[src/rtl/clk_div_bank.sv]
// Multi-channel programmable clock divider with per-channel enable, duty
// control and reconfiguration that takes effect only at period boundaries.
module clk_div_bank #(
  parameter int unsigned NUM_CH   = 4,
  parameter int unsigned CH_W     = 2,
  parameter int unsigned DIV_W    = 8,
  parameter int unsigned DEF_DIV  = 1,
  parameter int unsigned DEF_HIGH = 1
) (
  input  logic              clk,
  input  logic              rst_n,
  input  logic [NUM_CH-1:0] en,
  input  logic              cfg_we,
  input  logic [CH_W-1:0]   cfg_ch,
  input  logic [DIV_W-1:0]  cfg_div,
  input  logic [DIV_W-1:0]  cfg_high,
  output logic [NUM_CH-1:0] clk_out,
  output logic [NUM_CH-1:0] tick,
  output logic [NUM_CH-1:0] running,
  output logic [NUM_CH-1:0] cfg_pend
);

  typedef enum logic {IDLE, RUN} state_t;

  state_t           state_q [NUM_CH];
  state_t           state_d [NUM_CH];
  logic [DIV_W-1:0] cnt_q   [NUM_CH];
  logic [DIV_W-1:0] cnt_d   [NUM_CH];
  logic [DIV_W-1:0] div_q   [NUM_CH];
  logic [DIV_W-1:0] div_d   [NUM_CH];
  logic [DIV_W-1:0] high_q  [NUM_CH];
  logic [DIV_W-1:0] high_d  [NUM_CH];
  logic [DIV_W-1:0] pdiv_q  [NUM_CH];
  logic [DIV_W-1:0] pdiv_d  [NUM_CH];
  logic [DIV_W-1:0] phigh_q [NUM_CH];
  logic [DIV_W-1:0] phigh_d [NUM_CH];
  logic [NUM_CH-1:0] pend_q, pend_d;
  logic [NUM_CH-1:0] clk_d, tick_d;
  logic [NUM_CH-1:0] hit, wrap;

  // State, counter, config and output registers
  always_ff @(posedge clk or negedge rst_n) begin
    if (!rst_n) begin
      for (int i = 0; i < NUM_CH; i++) begin
        state_q[i] <= IDLE;
        cnt_q[i]   <= '0;
        div_q[i]   <= DIV_W'(DEF_DIV);
        high_q[i]  <= DIV_W'(DEF_HIGH);
        pdiv_q[i]  <= DIV_W'(DEF_DIV);
        phigh_q[i] <= DIV_W'(DEF_HIGH);
      end
      pend_q  <= '0;
      clk_out <= '0;
      tick    <= '0;
    end else begin
      for (int i = 0; i < NUM_CH; i++) begin
        state_q[i] <= state_d[i];
        cnt_q[i]   <= cnt_d[i];
        div_q[i]   <= div_d[i];
        high_q[i]  <= high_d[i];
        pdiv_q[i]  <= pdiv_d[i];
        phigh_q[i] <= phigh_d[i];
      end
      pend_q  <= pend_d;
      clk_out <= clk_d;
      tick    <= tick_d;
    end
  end

  // Next state per channel; outputs are precomputed from next-state values
  always_comb begin
    pend_d = pend_q;
    clk_d  = '0;
    tick_d = '0;
    hit    = '0;
    wrap   = '0;
    for (int i = 0; i < NUM_CH; i++) begin
      state_d[i] = state_q[i];
      cnt_d[i]   = cnt_q[i];
      div_d[i]   = div_q[i];
      high_d[i]  = high_q[i];
      pdiv_d[i]  = pdiv_q[i];
      phigh_d[i] = phigh_q[i];
      hit[i]  = cfg_we && (cfg_ch == CH_W'(i));
      wrap[i] = (state_q[i] == RUN) && (cnt_q[i] == div_q[i]);

      if (state_q[i] == IDLE) begin
        if (pend_q[i]) begin
          div_d[i]  = pdiv_q[i];
          high_d[i] = phigh_q[i];
          pend_d[i] = 1'b0;
        end
        cnt_d[i] = '0;
        if (en[i]) state_d[i] = RUN;
      end else if (wrap[i]) begin
        // A write landing on the wrap edge wins over older pending values
        if (hit[i]) begin
          div_d[i]  = cfg_div;
          high_d[i] = cfg_high;
        end else if (pend_q[i]) begin
          div_d[i]  = pdiv_q[i];
          high_d[i] = phigh_q[i];
        end
        pend_d[i] = 1'b0;
        cnt_d[i]  = '0;
        if (!en[i]) state_d[i] = IDLE;
      end else begin
        cnt_d[i] = cnt_q[i] + DIV_W'(1);
      end

      if (hit[i] && !wrap[i]) begin
        pdiv_d[i]  = cfg_div;
        phigh_d[i] = cfg_high;
        pend_d[i]  = 1'b1;
      end

      // cnt never exceeds div, so cnt < high already implies the min(H,P) clamp
      clk_d[i]  = (state_d[i] == RUN) && (cnt_d[i] < high_d[i]);
      tick_d[i] = (state_d[i] == RUN) && (cnt_d[i] == div_d[i]);
    end
  end

  always_comb begin
    for (int i = 0; i < NUM_CH; i++) running[i] = (state_q[i] == RUN);
  end

  assign cfg_pend = pend_q;

endmodule

[config.mk]
export PLATFORM = sky130hd
export DESIGN_NAME = clk_div_bank
export DESIGN_NICKNAME = d
export VERILOG_FILES = /design/src/rtl/clk_div_bank.sv
export SDC_FILE = /design/constraint.sdc
export NUM_CORES = 1
export LEC_CHECK = 0
export ABC_AREA = 1
export CORE_UTILIZATION = 55
export DETAILED_ROUTE_END_ITERATION = 7
export PLACE_DENSITY = 0.75
export SETUP_SLACK_MARGIN = 0.1
export SLEW_MARGIN = 20
export SYNTH_ARGS = -nofsm -noshare
export SYNTH_HDL_FRONTEND = slang
export SYNTH_SLANG_ARGS = --single-unit
[constraint.sdc]
create_clock -name clk -period 5.1 [get_ports clk]
set_input_delay 0.765 -clock clk [delete_from_list [all_inputs] [get_ports clk]]
set_output_delay 0.765 -clock clk [all_outputs]
set_load 0.01 [all_outputs]
==> metrics <==
total negative slack 0 ns; routability congestion estimate approximately 0.9; internal power between 4000 and 5000 uW; Hold Buf Count CTS 0; final WL 26400 um; vias per cell approximately 5.3; Post-synth ARST share 100%; vias in the first global route around 8.7k; gr ovfl total 0; DRC errors left 0; combinational share of power 47.8%; PD cells 611 nW/um^2; Final Hold Fails 0; Slew Limit Fails 0; Flop pwr share a little under a third; area occupied by multi-input gates between 5000 and 6000 um^2; Worst Tran Pin Value around 0.94 ns; Crit path required time roughly 5.5 ns; fin nets about 1.5k; Top delay family on crit path buffers and inverters; initial antenna violation count 0; crit-path cells clkdlybuf4s50_1 > inv_1 > nand3_1 > inv_1 > o21ai_1 > a221oi_1 > inv_1 > ha_1 > a21oi_1 > o211ai_1 > a21oi_1; Post-DP Area about 11000 um^2; switching portion of total power 42.9%; starting density of the core 56.5%; ANT nets after route 0; HP Class input pin to async pin; CP max stage delay about 0.6 ns; endpoints failing setup 0; Clock Skew 0.00728 ns; sequential area share after synthesis 41.4%; minimum clock period 3.18 ns; Top Ports a little over 40; Post CTS Setup Buffer Count 0; diode count 0; # port buffers 40; most frequent CP cell inv_1; critical path type input pin to flip-flop; first-pass GRT wire length 43800 um; mapped cell area 10700 um^2; area share of the largest cell type after synthesis about 37%; synth unique cells 43; Resized Gates After CTS 0; status finished clean; die area 20000 um^2; Yosys Warn Count 0; Synth top cells by count 467 x nand2_1, 199 x inv_1, 160 x dfrtp_1; CP Capture Type flip-flop; total track usage between 20 and 30%; register area 4420 um^2; Syn Inst Count approximately 1.4k; CP bufs+invs 4; WL/cell 15.2 um; row cnt 50; Root Buffer clkbuf_16; CTS tree built; Final Cycle Share slightly above 60%; worst vdd ir 0.310 mV; synth top area cells dfrtp_1 37%, nand2_1 16%, inv_1 7.0%, o21ai_0 7.0%, dfstp_2 3.9%; drt pass-1 iters 6; Post-synth EDFFs 0; ratio of cells with drive above 1 in the final layout around an eighth; H-tree depth 4; Max Freq approximately 0.31 GHz; # clock sinks 176; Switching Power approximately 3100 uW; clock slew at reported path FFs about 0.07 ns; Slew headroom 37.1%; CP startpoint kind input pin; Mapped Avg Cell Area 7.44 um^2; Max Cap Viol 0; Core Area approximately 19000 um^2; layout filler cell count between 1.5k and 2k; slowest CP cell nand3_1; count leader, synth nand2_1; Syn Nets between 1k and 1.5k; clock buffer depth 2; Vias 9216; leakage ~0.0063 uW; Primary FF master, synth dfrtp_1; clock network power share ~20%; WP data arrival 3.54 ns; largest net degree at the start of global routing 91; area grow syn2layout 10.9%; Die Span Y 141 um; Synth area leader dfrtp_1; final hold slack between 0.3 and 0.4 ns; Die Width about 140 um; RSZ-0062 raised after global routing no; Starting DRT DRC Count approximately 680; HPWL Detailed between 15000 and 20000 um; final instance area roughly 12000 um^2; clk_lat worst skew between 0.4 and 0.5 ns; Seq cells post-synth about 180; CTS Buf Count 17; crit-path max FO 20
[layout make-up]
| cell class | count | share of cell area [%] |
|---|---|---|
| Clock buffer | 21 | 3.72 |
| Clock inverter | 11 | 1.80 |
| Inverter | 236 | 7.52 |
| Multi-Input combinational cell | 982 | 43.2 |
| Sequential cell | 176 | 37.4 |
| Tap cell | 260 | 2.75 |
| Timing Repair Buffer | 44 | 3.65 |
[layer usage]
| metal | part of all wire (%) | vias to the layer above | global-route usage (%) | routed length, um |
|---|---|---|---|---|
| met2 | 48 | 235 | 46.4 | 12600 |
| met3 | 4.6 | 41 | 4.12 | 1210 |
| met5 | 0 | - | 0 | 0 |
| met1 | 46 | 4379 | 39.0 | 12200 |
| li1 | - | 4561 | - | - |
| met4 | 1.6 | 0 | 7.61 | 435 |
[worst register-to-register path, stage by stage, from the launching register on]
cell and delay [ns]:
dfstp_2 0.53, inv_1 0.06, nand2_1 0.05, nand2_1 0.06, nor2_1 0.13, nand2_2 0.09
inv_2 0.06, nand2_2 0.08, o21ai_0 0.33, inv_1 0.25, nor2_1 0.14, a21oi_1 0.05
o21a_1 0.14, ha_1 0.29, a21oi_1 0.15, o211ai_1 0.10, a21oi_1 0.13
[cell usage in the layout (no fill, tap or decap), types with 19 or more instances in the layout]
| cell type | count |
|---|---|
| nand3_1 | 73 |
| dfrtp_1 | 160 |
| nor2_1 | 67 |
| inv_2 | 35 |
| ha_1 | 32 |
| inv_1 | 199 |
| o21ai_0 | 149 |
| nand2_1 | 467 |
| nand2_2 | 19 |
| a21oi_1 | 22 |
| clkdlybuf4s50_1 | 39 |
[path summary, 6_finish.rpt]
check | start | end | slack, ns | cells past startpoint
worst max-delay path | cfg_ch[1] | clk_out[0]$_DFF_PN0_ | 1.92 | 11
worst min-delay path | rst_n | div_q[15]$_DFF_PN0_ | 0.40 | 1
worst max register to register | div_q[0]$_DFF_PN1_ | clk_out[3]$_DFF_PN0_ | 2.38 | 16
worst min register to register | pdiv_q[12]$_DFFE_PN0P_ | pdiv_q[12]$_DFFE_PN0P_ | 0.48 | 2
max in group asynchronous | rst_n | cfg_pend[3]$_DFFE_PN0P_ | 3.54 | 2
min in group clk | pdiv_q[12]$_DFFE_PN0P_ | pdiv_q[12]$_DFFE_PN0P_ | 0.48 | 2
[cells by family (layout without fill, tap and decap cells)]
family                   count (synthesis)  after routing  share of synthesized area (%)
AO/OA/AOI/OAI                          207            207                           11.6
XOR/XNOR                                20             20                           1.64
adder cells (fa/ha/maj)                 32             32                           3.75
buffers and inverters                  278            312                           10.7
flip-flops                             176            176                           41.4
multiplexers                            18             18                           1.69
AND/OR/NAND/NOR                        705            705                           29.2
[sequential cells by signal, summed over array words and instances (netlist names)]
name      flops
cnt_q        32
div_q        32
high_q       32
pdiv_q       32
phigh_q      32
cfg_pend      4
clk_out       4
running       4
tick          4
[power by group through the flow]
stage               clock [uW]  combinational (uW)  sequential, uW
finish                    1480                3450            2300
global route              1550                3970            2370
CTS                       1490                3460            2300
detailed placement           0                3400            2320
global placement             0                3280            2310
floorplan                    0                2690            2200
[per-stage QoR]
step / total power, uW / setup WS (ns) / cells / utilization, %
after floorplan: 4890 / 2.69 / 1436 / -
after global placement: 5590 / 1.66 / 1698 / 59.2
after detailed placement: 5720 / 1.57 / 1698 / 59.2
after CTS: 7240 / 2.03 / 1730 / 62.7
after global routing: 7880 / 1.73 / 1730 / 62.7
final: 7240 / 1.92 / 1730 / 62.7
(Power assumes the default switching activity.)
